===== src/rtl/hazard_ctrl.sv =====
// rtl/hazard_ctrl.sv - IF/ID front-end sequencing: PC/IF-ID enables, flushes, ID/EX bubble, stall counter
module hazard_ctrl #(
  parameter int REGW = 5,
  parameter int CNTW = 16
) (
  input  logic            clk,
  input  logic            rst_n,
  input  logic            imem_ready,
  input  logic [REGW-1:0] ifid_rs,
  input  logic [REGW-1:0] ifid_rt,
  input  logic            ifid_use_rt,
  input  logic            idex_memread,
  input  logic [REGW-1:0] idex_rt,
  input  logic            jump_id,
  input  logic            branch_ex,
  output logic            pc_we,
  output logic            ifid_we,
  output logic            ifid_flush,
  output logic            idex_bubble,
  output logic [CNTW-1:0] stall_cnt
);

  typedef enum logic [1:0] {RUN, IMWAIT, REDIR} state_t;

  state_t state;
  state_t state_nx;
  logic   lu;

  assign lu = idex_memread && (idex_rt != '0) &&
              ((idex_rt == ifid_rs) || (ifid_use_rt && (idex_rt == ifid_rt)));

  always_comb begin
    pc_we       = 1'b0;
    ifid_we     = 1'b0;
    ifid_flush  = 1'b0;
    idex_bubble = 1'b0;
    state_nx    = state;
    if (rst_n) begin
      case (state)
        RUN, IMWAIT: begin
          if (branch_ex) begin
            // Taken branch kills both younger instructions regardless of other hazards.
            pc_we       = 1'b1;
            ifid_we     = 1'b1;
            ifid_flush  = 1'b1;
            idex_bubble = 1'b1;
            state_nx    = imem_ready ? RUN : REDIR;
          end else if ((state == IMWAIT) && !imem_ready) begin
            ifid_we    = 1'b1;
            ifid_flush = 1'b1;
            state_nx   = IMWAIT;
          end else if (jump_id) begin
            pc_we      = 1'b1;
            ifid_we    = 1'b1;
            ifid_flush = 1'b1;
            state_nx   = imem_ready ? RUN : REDIR;
          end else if (lu) begin
            idex_bubble = 1'b1;
            state_nx    = RUN;
          end else if (!imem_ready) begin
            ifid_we    = 1'b1;
            ifid_flush = 1'b1;
            state_nx   = IMWAIT;
          end else begin
            pc_we    = 1'b1;
            ifid_we  = 1'b1;
            state_nx = RUN;
          end
        end
        REDIR: begin
          // Redirect target still in flight; the pipe holds only NOPs so jumps are moot.
          ifid_we = 1'b1;
          if (imem_ready) begin
            pc_we    = 1'b1;
            state_nx = RUN;
          end else begin
            ifid_flush = 1'b1;
          end
        end
        default: state_nx = RUN;
      endcase
    end
  end

  always_ff @(posedge clk or negedge rst_n) begin
    if (!rst_n) begin
      state     <= RUN;
      stall_cnt <= '0;
    end else begin
      state <= state_nx;
      if (!pc_we && (stall_cnt != '1))
        stall_cnt <= stall_cnt + CNTW'(1);
    end
  end

endmodule

===== config.mk =====
export PLATFORM = sky130hd
export DESIGN_NAME = hazard_ctrl
export DESIGN_NICKNAME = d
export VERILOG_FILES = /design/src/rtl/hazard_ctrl.sv
export SDC_FILE = /design/constraint.sdc
export NUM_CORES = 1
export LEC_CHECK = 0
export ABC_CLOCK_PERIOD_IN_PS = 3500
export CORE_ASPECT_RATIO = 1.75
export CORE_MARGIN = 2
export CORE_UTILIZATION = 44
export DETAILED_ROUTE_END_ITERATION = 10
export GPL_ROUTABILITY_DRIVEN = 1
export PLACE_DENSITY = 0.79
export SYNTH_ARGS = -nofsm -noshare
export SYNTH_HDL_FRONTEND = slang
export SYNTH_SLANG_ARGS = --single-unit
export TNS_END_PERCENT = 30

===== constraint.sdc =====
create_clock -name clk -period 3.5 [get_ports clk]
set_clock_uncertainty 0.05 [all_clocks]
set_input_delay 0.875 -clock clk [delete_from_list [all_inputs] [get_ports clk]]
set_output_delay 0.875 -clock clk [all_outputs]
set_load 0.02 [all_outputs]

==> results_dict.tcl, run 1 <==
set metrics [dict create \
    start_util 0.4529 \
    setup_viol 0 \
    antenna_found_initial 0 \
    layout-area-overhead-vs-synth_pct 43.43 \
    die_extent_in_y_um 72.80 \
    clk_pin_slew_worst_paths_ps 60 \
    sequential_cell_area_um2 450.4 \
    postSynthRegisterBits 18 \
    final_util 0.6495 \
    grt_remaining_overflow 0 \
    total_non_filler_cell_area_in_the_finished_layout_um2 1707 \
    clock_path_buffers 2 \
    critPathLaunch "idex_rt[4]" \
    pre_cts_ws_ps -528.2 \
    post_synth.cell_area_avg_um2 10.53 \
    p_total_mw 0.7661 \
    hpwl_um 2215 \
    htree_num_levels 1 \
    cts.sinks 18 \
    maxSlewHeadroom 0.6351 \
    min_period_ps 3357 \
    drt_first_iter_violations 15 \
    chipWidth_um 43.31 \
    detailroute.via_count 1089 \
    synth_enable_flop_cells 0 \
    grt.total_usage 0.2070 \
    finalWirelength_um 2970 \
    route.detailed.drc 0 \
    die_area_um2 3153 \
    fraction_of_registers_with_async_set_reset 1.000 \
    layout.filler_cells 225 \
    vdd_drop_max_uv 332.0 \
    worst-setup-path-type "in -> out" \
    wl_per_cell_um 15.71 \
    clk_latency_ps 250 \
    buffer_ports.inserted 41 \
    period_utilisation_layout 0.9590 \
    grt_max_degree 17 \
    first_pass_grt_wire_length_um 4892 \
    power.density_nw_per_um2 448.9 \
    placedInstanceArea_um2 1655 \
    critPathLaunchType "input port" \
    crit-reg2reg-launch "stall_cnt[4]$_DFFE_PN0P_" \
    finalHoldViolCount 0 \
    grt_pass1_vias 1103 \
    netlist_area_um2 1190 \
    worstPathMaxFanout 3 \
    viasPerCell 5.762 \
    hp-class "reg -> reg" \
    crit_path_end_kind "output pin" \
    synthTopCellsByArea "sky130_fd_sc_hd__dfrtp_1 38%, sky130_fd_sc_hd__xnor2_1 12%, sky130_fd_sc_hd__xor2_1 6.6%" \
    design.portCount 42 \
    required_ps 2570 \
    antenna_cells_inserted 0 \
    finalSetupTns_ps 0 \
    core_um2 2628 \
    worst_pin_slew_ps 546.1 \
    layout_setup_ws_ps 143.4 \
    most_frequent_cell_after_synthesis "sky130_fd_sc_hd__dfrtp_1" \
    root_buf_cell "sky130_fd_sc_hd__clkbuf_8" \
    slew_violations 0 \
    synthesis.nets 136 \
    tritoncts "built" \
    cts_made_buffers 3 \
    synthCells 113 \
    synth.cells.most_frequent "18 x sky130_fd_sc_hd__dfrtp_1, 16 x sky130_fd_sc_hd__xnor2_1, 9 x sky130_fd_sc_hd__xor2_1" \
    gpl.final_weighted_congestion 0.7769 \
    netlist.area_leader.share 0.3785 \
    fin_nets 187 \
    result_of_the_run "complete, no violations" \
    std_cell_rows 25 \
    power_leakage_nw 0.7858 \
    synth_seq_area_share 0.3785 \
    synth-warning-count 0 \
    synthDominantAreaCellType "sky130_fd_sc_hd__dfrtp_1" \
    ys.flop_type "sky130_fd_sc_hd__dfrtp_1" \
    maxCapViolCount 0 \
    synth_cell_type_count 38 \
    hold_path_startpoint "stall_cnt[7]$_DFFE_PN0P_" \
    multi_input_comb_area_um2 693.2 \
    proportion_of_layout_cells_with_a_drive_suffix_above_1 0.2037 \
    ant_nets 0 \
    firstDrtPassIters 4 \
    fmax_mhz 297.9 \
    timing.critical_path.arrival_ps 2430 \
]
worst max-delay path: stages:
cell                              delay [ps]
sky130_fd_sc_hd__clkdlybuf4s15_1         220
sky130_fd_sc_hd__buf_4                   160
sky130_fd_sc_hd__xor2_1                  160
sky130_fd_sc_hd__nor3_1                  180
sky130_fd_sc_hd__a32oi_1                  90
sky130_fd_sc_hd__nor2_1                  190
sky130_fd_sc_hd__buf_4                   140
sky130_fd_sc_hd__a21oi_1                  50
sky130_fd_sc_hd__nor3b_1                 180
sky130_fd_sc_hd__buf_2                   190
flip-flops by register name, indices dropped and copies added, names as in the netlist:
name / cells
stall_cnt: 16
state: 2
cells in the final DEF (no fill, tap or decap), drive strengths merged, types with 2 or more instances in the layout:
cell type,count
clkbuf,4
o31ai,2
o21ai,5
xor2,9
nand3,8
and3,8
buf,13
nand4,8
nor2,4
dlymetal6s2s,7
nand2,2
dfrtp,18
and4,4
nor3b,2
o21a,2
a21oi,3
clkdlybuf4s15,3
xnor2,16
inv,5
clkdlybuf4s50,25
final cells by class:
class                           instances  share of cell area
Multi-Input combinational cell         86              0.4062
Timing Repair Buffer                   50              0.2749
Sequential cell                        18              0.2639
Tap cell                               27             0.01979
Inverter                                5             0.01100
Clock buffer                            3             0.02419
per-layer routing:
| layer | track usage | up-vias | share of wire |
|---|---|---|---|
| li1 | - | 508 | - |
| met1 | 0.2123 | 530 | 0.36 |
| met2 | 0.3930 | 43 | 0.57 |
| met3 | 0.02970 | 8 | 0.044 |
| met4 | 0.09764 | 0 | 0.025 |
| met5 | 0 | - | 0 |
what timing repair did:
action | CTS | global route
setup buffers | 1 | 1
hold buffers | 0 | 0
endpoints found under the setup margin | 4 | 3
pin swaps | 2 | 6
gates resized for setup | 23 | 12
power breakdown:
group	internal [mW]	leakage [nW]	switching, mW
Sequential	0.251	0.236	0.0592
Clock	0.0765	0.0216	0.0679
Combinational	0.163	0.528	0.149
final timing paths:
| kind | slack, ps | to | depth (start not counted) |
|---|---|---|---|
| max in group asynchronous | 2160 | stall_cnt[0]$_DFFE_PN0P_ | 2 |
| hold / removal | 440 | stall_cnt[7]$_DFFE_PN0P_ | 1 |
| hold reg to reg | 440 | stall_cnt[7]$_DFFE_PN0P_ | 1 |
| setup reg to reg | 1180 | stall_cnt[1]$_DFFE_PN0P_ | 6 |
| setup / recovery | 140 | idex_bubble | 10 |
| min in group asynchronous | 1000 | state[1]$_DFFE_PN0P_ | 2 |
cells by family after synthesis:
| kind of cell | Yosys count | synth area share |
|---|---|---|
| XOR/XNOR | 25 | 0.1840 |
| adder cells (fa/ha/maj) | 1 | 0.01051 |
| AND/OR/NAND/NOR | 42 | 0.2639 |
| flip-flops | 18 | 0.3785 |
| buffers and inverters | 9 | 0.04205 |
| multiplexers | 1 | 0.01261 |
| AO/OA/AOI/OAI | 17 | 0.1083 |
through the flow:
step	hold slack [ps]	instances
2_1_floorplan	506.7	113
5_1_grt	474.1	189
6_report	435.7	189
4_1_cts	446.3	188
3_5_place_dp	436.4	184
3_3_place_gp	424.8	184
No activity file was read; power rests on OpenSTA's default activity.
==> run 2: changes to the inputs <==
--- a/config.mk
+++ b/config.mk
@@ -12,4 +12,5 @@
 export DETAILED_ROUTE_END_ITERATION = 10
 export GPL_ROUTABILITY_DRIVEN = 1
+export GPL_TIMING_DRIVEN = 0
 export PLACE_DENSITY = 0.79
 export SYNTH_ARGS = -nofsm -noshare
--- a/constraint.sdc
+++ b/constraint.sdc
@@ -3,3 +3,3 @@
 set_input_delay 0.875 -clock clk [delete_from_list [all_inputs] [get_ports clk]]
 set_output_delay 0.875 -clock clk [all_outputs]
-set_load 0.02 [all_outputs]
+set_load 0.01 [all_outputs]
==> results_dict.tcl, run 2 (synthesis results as in run 1) <==
set metrics [dict create \
    result_of_the_run "complete, no violations" \
    tritoncts "built" \
    critPathLaunchType "input port" \
    gpl.final_weighted_congestion 0.8091 \
    critPathMaxStageDelay_ps 410 \
    start_util 0.4529 \
    std_cell_rows 25 \
    power_leakage_nw 0.7730 \
    postCtsHoldBufs 0 \
    worst-setup-path-type "in -> out" \
    finalWirelength_um 2795 \
    maxCapViolCount 0 \
    proportion_of_layout_cells_with_a_drive_suffix_above_1 0.2422 \
    crit_path_end_kind "output pin" \
    antenna_found_initial 0 \
    maxSlewHeadroom 0.6186 \
    fin_nets 186 \
    finalHoldViolCount 0 \
    core_um2 2628 \
    register_with_the_most_flip_flops "stall_cnt" \
    hpwl_um 2070 \
    clk_pin_slew_worst_paths_ps 70 \
    ant_nets 0 \
    wl_per_cell_um 14.87 \
    vdd_drop_max_uv 348.5 \
    chipWidth_um 43.31 \
    grt_setup_unrepaired "no" \
    die_area_um2 3153 \
    htree_num_levels 1 \
    clock_path_buffers 2 \
    worstPathCellList "clkdlybuf4s50_1 -> xor2_1 -> nor3_2 -> a32oi_2 -> nor2_2 -> nand2_1 -> o311a_1 -> buf_2" \
    finalSetupTns_ps 0 \
    reg_top3 "stall_cnt (16), state (2)" \
    route.detailed.drc 0 \
    hp-class "reg -> reg" \
    drt_first_iter_violations 9 \
    required_ps 2570 \
    buffer_ports.inserted 41 \
    die_extent_in_y_um 72.80 \
    final_cell_mix "26 x sky130_fd_sc_hd__clkdlybuf4s50_1, 18 x sky130_fd_sc_hd__dfrtp_1, 15 x sky130_fd_sc_hd__xnor2_1, 9 x sky130_fd_sc_hd__xor2_1, 8 x sky130_fd_sc_hd__and3_1" \
    clk_latency_ps 250 \
    power.density_nw_per_um2 423.7 \
    largest_register_ff_count 16 \
    layout-area-overhead-vs-synth_pct 44.58 \
    slew_violations 0 \
    cts_made_buffers 3 \
    firstDrtPassIters 4 \
    slowest_stage "sky130_fd_sc_hd__clkdlybuf4s50_1" \
    first_pass_grt_wire_length_um 4547 \
    grt_max_degree 26 \
    timing.critical_path.arrival_ps 2480 \
    min_period_ps 3404 \
    setup_viol 0 \
    root_buf_cell "sky130_fd_sc_hd__clkbuf_8" \
    worst_pin_slew_ps 572.1 \
    period_utilisation_layout 0.9727 \
    detailroute.via_count 1052 \
    grt_remaining_overflow 0 \
    worstPathMaxFanout 3 \
    layout.filler_cells 229 \
    fmax_mhz 293.7 \
    grt_pass1_vias 1073 \
    viasPerCell 5.596 \
    worst_hold_slack_ps 441.3 \
    final_common_cell "sky130_fd_sc_hd__clkdlybuf4s50_1" \
    design.portCount 42 \
    antenna_cells_inserted 0 \
    cts.sinks 18 \
    grt.total_usage 0.1888 \
]
[run 2: layout make-up]
cell class | count | area, µm² | area share
Buffer | 4 | 31.28 | 0.01818
Inverter | 5 | 18.77 | 0.01091
Sequential cell | 18 | 450.4 | 0.2618
Clock buffer | 3 | 41.29 | 0.02400
Tap cell | 27 | 33.78 | 0.01964
Timing Repair Buffer | 45 | 417.9 | 0.2429
Multi-Input combinational cell | 86 | 726.9 | 0.4225
[run 2: final timing paths]
path / startpoint / endpoint / slack, ps / depth (start not counted)
min in group asynchronous: rst_n / stall_cnt[6]$_DFFE_PN0P_ / 660 / 1
max in group asynchronous: rst_n / stall_cnt[12]$_DFFE_PN0P_ / 2360 / 1
setup / recovery: ifid_rs[1] / ifid_flush / 100 / 8
setup reg to reg: stall_cnt[4]$_DFFE_PN0P_ / stall_cnt[13]$_DFFE_PN0P_ / 1490 / 7
hold / removal: stall_cnt[7]$_DFFE_PN0P_ / stall_cnt[7]$_DFFE_PN0P_ / 440 / 1
hold reg to reg: stall_cnt[7]$_DFFE_PN0P_ / stall_cnt[7]$_DFFE_PN0P_ / 440 / 1
[run 2: metal layers]
| layer | GRT usage | up-vias | wire [µm] |
|---|---|---|---|
| met5 | 0 | - | 0 |
| met1 | 0.1897 | 502 | 988 |
| li1 | - | 507 | - |
| met3 | 0.01733 | 4 | 127 |
| met2 | 0.3665 | 39 | 1623 |
| met4 | 0.09428 | 0 | 57 |
[run 2: power breakdown]
part | switching [mW] | leakage, nW | internal (mW)
logic | 0.123 | 0.515 | 0.168
clock network | 0.0631 | 0.0216 | 0.0762
registers | 0.0487 | 0.236 | 0.251
total | 0.234 | 0.773 | 0.495
[run 2: critical path, delay by kind of cell]
| kind | cells | cell delay (ps) |
|---|---|---|
| buffers and inverters | 2 | 550 |
| AND/OR/NAND/NOR | 3 | 480 |
| AO/OA/AOI/OAI | 2 | 430 |
| XOR/XNOR | 1 | 150 |
[run 2: per-stage QoR]
step                instance area, µm²  worst slack [ps]  cells  power (mW)    util
finish                            1720             95.62    188      0.7290  0.6548
global route                      1720             13.91    188      0.7778  0.6548
CTS                               1710             3.184    188      0.7351  0.6510
detailed placement                1634            -672.8    181      0.5920  0.6219
global placement                  1634            -663.5    181      0.5855  0.6219
floorplan                         1190             467.0    113      0.4452       -
[run 2: repair_timing]
action / 4_1_cts / 5_1_grt
pin swaps: 5 / 5
buffers inserted: 4 / 0
setup endpoints to repair: 4 / 4
gates resized for setup: 27 / 16
==> run 3: changes to the inputs <==
CELL_PAD_IN_SITES_DETAIL_PLACEMENT = 0   (was not set)
CELL_PAD_IN_SITES_GLOBAL_PLACEMENT = 1   (was not set)
CORE_UTILIZATION = 33   (was 44)
PLACE_DENSITY = not set   (was 0.79)
PLACE_DENSITY_LB_ADDON = 0.1   (was not set)
==> results_dict.tcl, run 3 (synthesis results as in run 1) <==
set metrics [dict create \
    crit-reg2reg-capture "stall_cnt[13]$_DFFE_PN0P_" \
    timing.reg2reg.worst_path_depth 7 \
    ant_nets 0 \
    total_non_filler_cell_area_in_the_finished_layout_um2 1764 \
    drt-met1-wl_um 1027 \
    period_utilisation_layout 0.9553 \
    cts_made_buffers 3 \
    proportion_of_layout_cells_with_a_drive_suffix_above_1 0.2317 \
    root_buf_cell "sky130_fd_sc_hd__clkbuf_8" \
    grt_max_degree 26 \
    viasPerCell 5.062 \
    layout-area-overhead-vs-synth_pct 48.26 \
    setup_viol 0 \
    hp-class "reg -> reg" \
    timing.critical_path.arrival_ps 2420 \
    worst-r2r-setup-slack_ps 1470 \
    result_of_the_run "complete, no violations" \
    firstDrtPassIters 4 \
    clock_path_buffers 2 \
    power_leakage_nw 0.7717 \
    first_pass_grt_wire_length_um 4726 \
    hold_end "stall_cnt[14]$_DFFE_PN0P_" \
    amount_of_wire_on_met3_after_detailed_routing_um 122 \
    register_with_the_most_flip_flops "stall_cnt" \
    start_util 0.3466 \
    route.top_layer_used "met4" \
    finalWirelength_um 2896 \
    reg_top3 "stall_cnt (16), state (2)" \
    hold-path-cell-count 1 \
    crit-reg2reg-launch "stall_cnt[4]$_DFFE_PN0P_" \
    fmax_mhz 299.1 \
    slew_violations 0 \
    critPathLaunch "ifid_rs[4]" \
    fin_nets 188 \
    std_cell_rows 28 \
    grt_remaining_overflow 0 \
    cts.sinks 18 \
    htree_num_levels 1 \
    buffer_ports.inserted 41 \
    largest_register_ff_count 16 \
    min_period_ps 3343 \
    clk_pin_slew_worst_paths_ps 70 \
    design.portCount 42 \
    die_extent_in_y_um 83.44 \
    finalHoldViolCount 0 \
    wl_per_cell_um 13.86 \
    drt_first_iter_violations 17 \
    grt_pass1_vias 1077 \
    core_um2 3433 \
    chipWidth_um 49.39 \
    worstPathMaxFanout 3 \
    antenna_found_initial 0 \
    tritoncts "built" \
    required_ps 2570 \
    worstPathCellList "clkdlybuf4s50_1 -> xor2_1 -> nor3_2 -> a32oi_2 -> nor2_2 -> nand2_1 -> o311a_1 -> buf_2" \
    hpwl_um 2187 \
    detailroute.via_count 1058 \
    postCtsHoldBufs 0 \
    worst_hold_slack_ps 445.2 \
    power.density_nw_per_um2 432.4 \
    layout_setup_ws_ps 156.5 \
    hold_path_startpoint "stall_cnt[14]$_DFFE_PN0P_" \
    maxSlewHeadroom 0.3236 \
    layoutNonFillerInstCount 209 \
    p_total_mw 0.7628 \
    grt.total_usage 0.1487 \
    critPathLaunchType "input port" \
    crit_path_end_kind "output pin" \
    antenna_cells_inserted 0 \
    gpl.final_weighted_congestion 0.7448 \
    grt_setup_unrepaired "no" \
    die_area_um2 4121 \
    clk_latency_ps 260 \
    route.detailed.drc 0 \
    dr_wl_met2_um 1687 \
    finalSetupTns_ps 0 \
    maxCapViolCount 0 \
    vdd_drop_max_uv 229.2 \
    critPathMaxStageDelay_ps 410 \
    worst-setup-path-type "in -> out" \
    pre_cts_ws_ps -712.7 \
    final_util 0.5138 \
    placedCellCount 199 \
    slowest_stage "sky130_fd_sc_hd__clkdlybuf4s50_1" \
    placedInstanceArea_um2 1657 \
    worst_pin_slew_ps 1015 \
    final_common_cell "sky130_fd_sc_hd__clkdlybuf4s50_1" \
    final_cell_mix "26 x sky130_fd_sc_hd__clkdlybuf4s50_1, 18 x sky130_fd_sc_hd__dfrtp_1, 16 x sky130_fd_sc_hd__xnor2_1, 9 x sky130_fd_sc_hd__xor2_1, 8 x sky130_fd_sc_hd__and3_1" \
]
[run 3: cell types whose count changed in the layout (fill, tap and decap cells not counted), sizes merged]
cell           before  now
dlymetal6s2s        5    3
clkbuf              8    6
buf                10   13
dlygate4sd2         1    4
clkdlybuf4s15       2    3
[run 3: how the worst max path moves through the flow]
stage,cells past startpoint,end
2_1_floorplan,6,pc_we
3_3_place_gp,6,pc_we
3_5_place_dp,6,pc_we
4_1_cts,9,ifid_flush
5_1_grt,6,pc_we
6_report,8,ifid_flush
[run 3: per-layer routing]
metal | up-vias | GRT usage
met5 | - | 0
met4 | 0 | 0.08081
met3 | 4 | 0.01978
met2 | 38 | 0.2948
met1 | 509 | 0.1377
li1 | 507 | -
[run 3: cell type report]
| type | instances | area [µm²] |
|---|---|---|
| inverter | 5 | 18.77 |
| fill | 355 | 1669 |
| multi-input combinational | 86 | 719.4 |
| clock buffer | 4 | 55.05 |
| timing repair buffer | 47 | 432.9 |
| buffer | 4 | 31.28 |
| sequential | 18 | 450.4 |
| tap | 45 | 56.30 |
[run 3: power breakdown]
part / switching [mW] / internal, mW / total (mW)
clock: 0.0733 / 0.100 / 0.173
sequential: 0.0502 / 0.250 / 0.301
combinational: 0.121 / 0.167 / 0.289
total: 0.245 / 0.518 / 0.763
[run 3: critical path: cells and delay by family]
| kind | cells | cell delay, ps |
|---|---|---|
| buffers and inverters | 2 | 550 |
| and+or+nand+nor | 3 | 480 |
| AOI/OAI and AO/OA | 2 | 380 |
| xor gates and xnor gates | 1 | 150 |
[run 3: timing repair]
item / 4_1_cts / 5_1_grt
buffers inserted: 7 / 0
endpoints found under the setup margin: 4 / 4
gates resized for setup: 30 / 8
pin swaps: 6 / 5
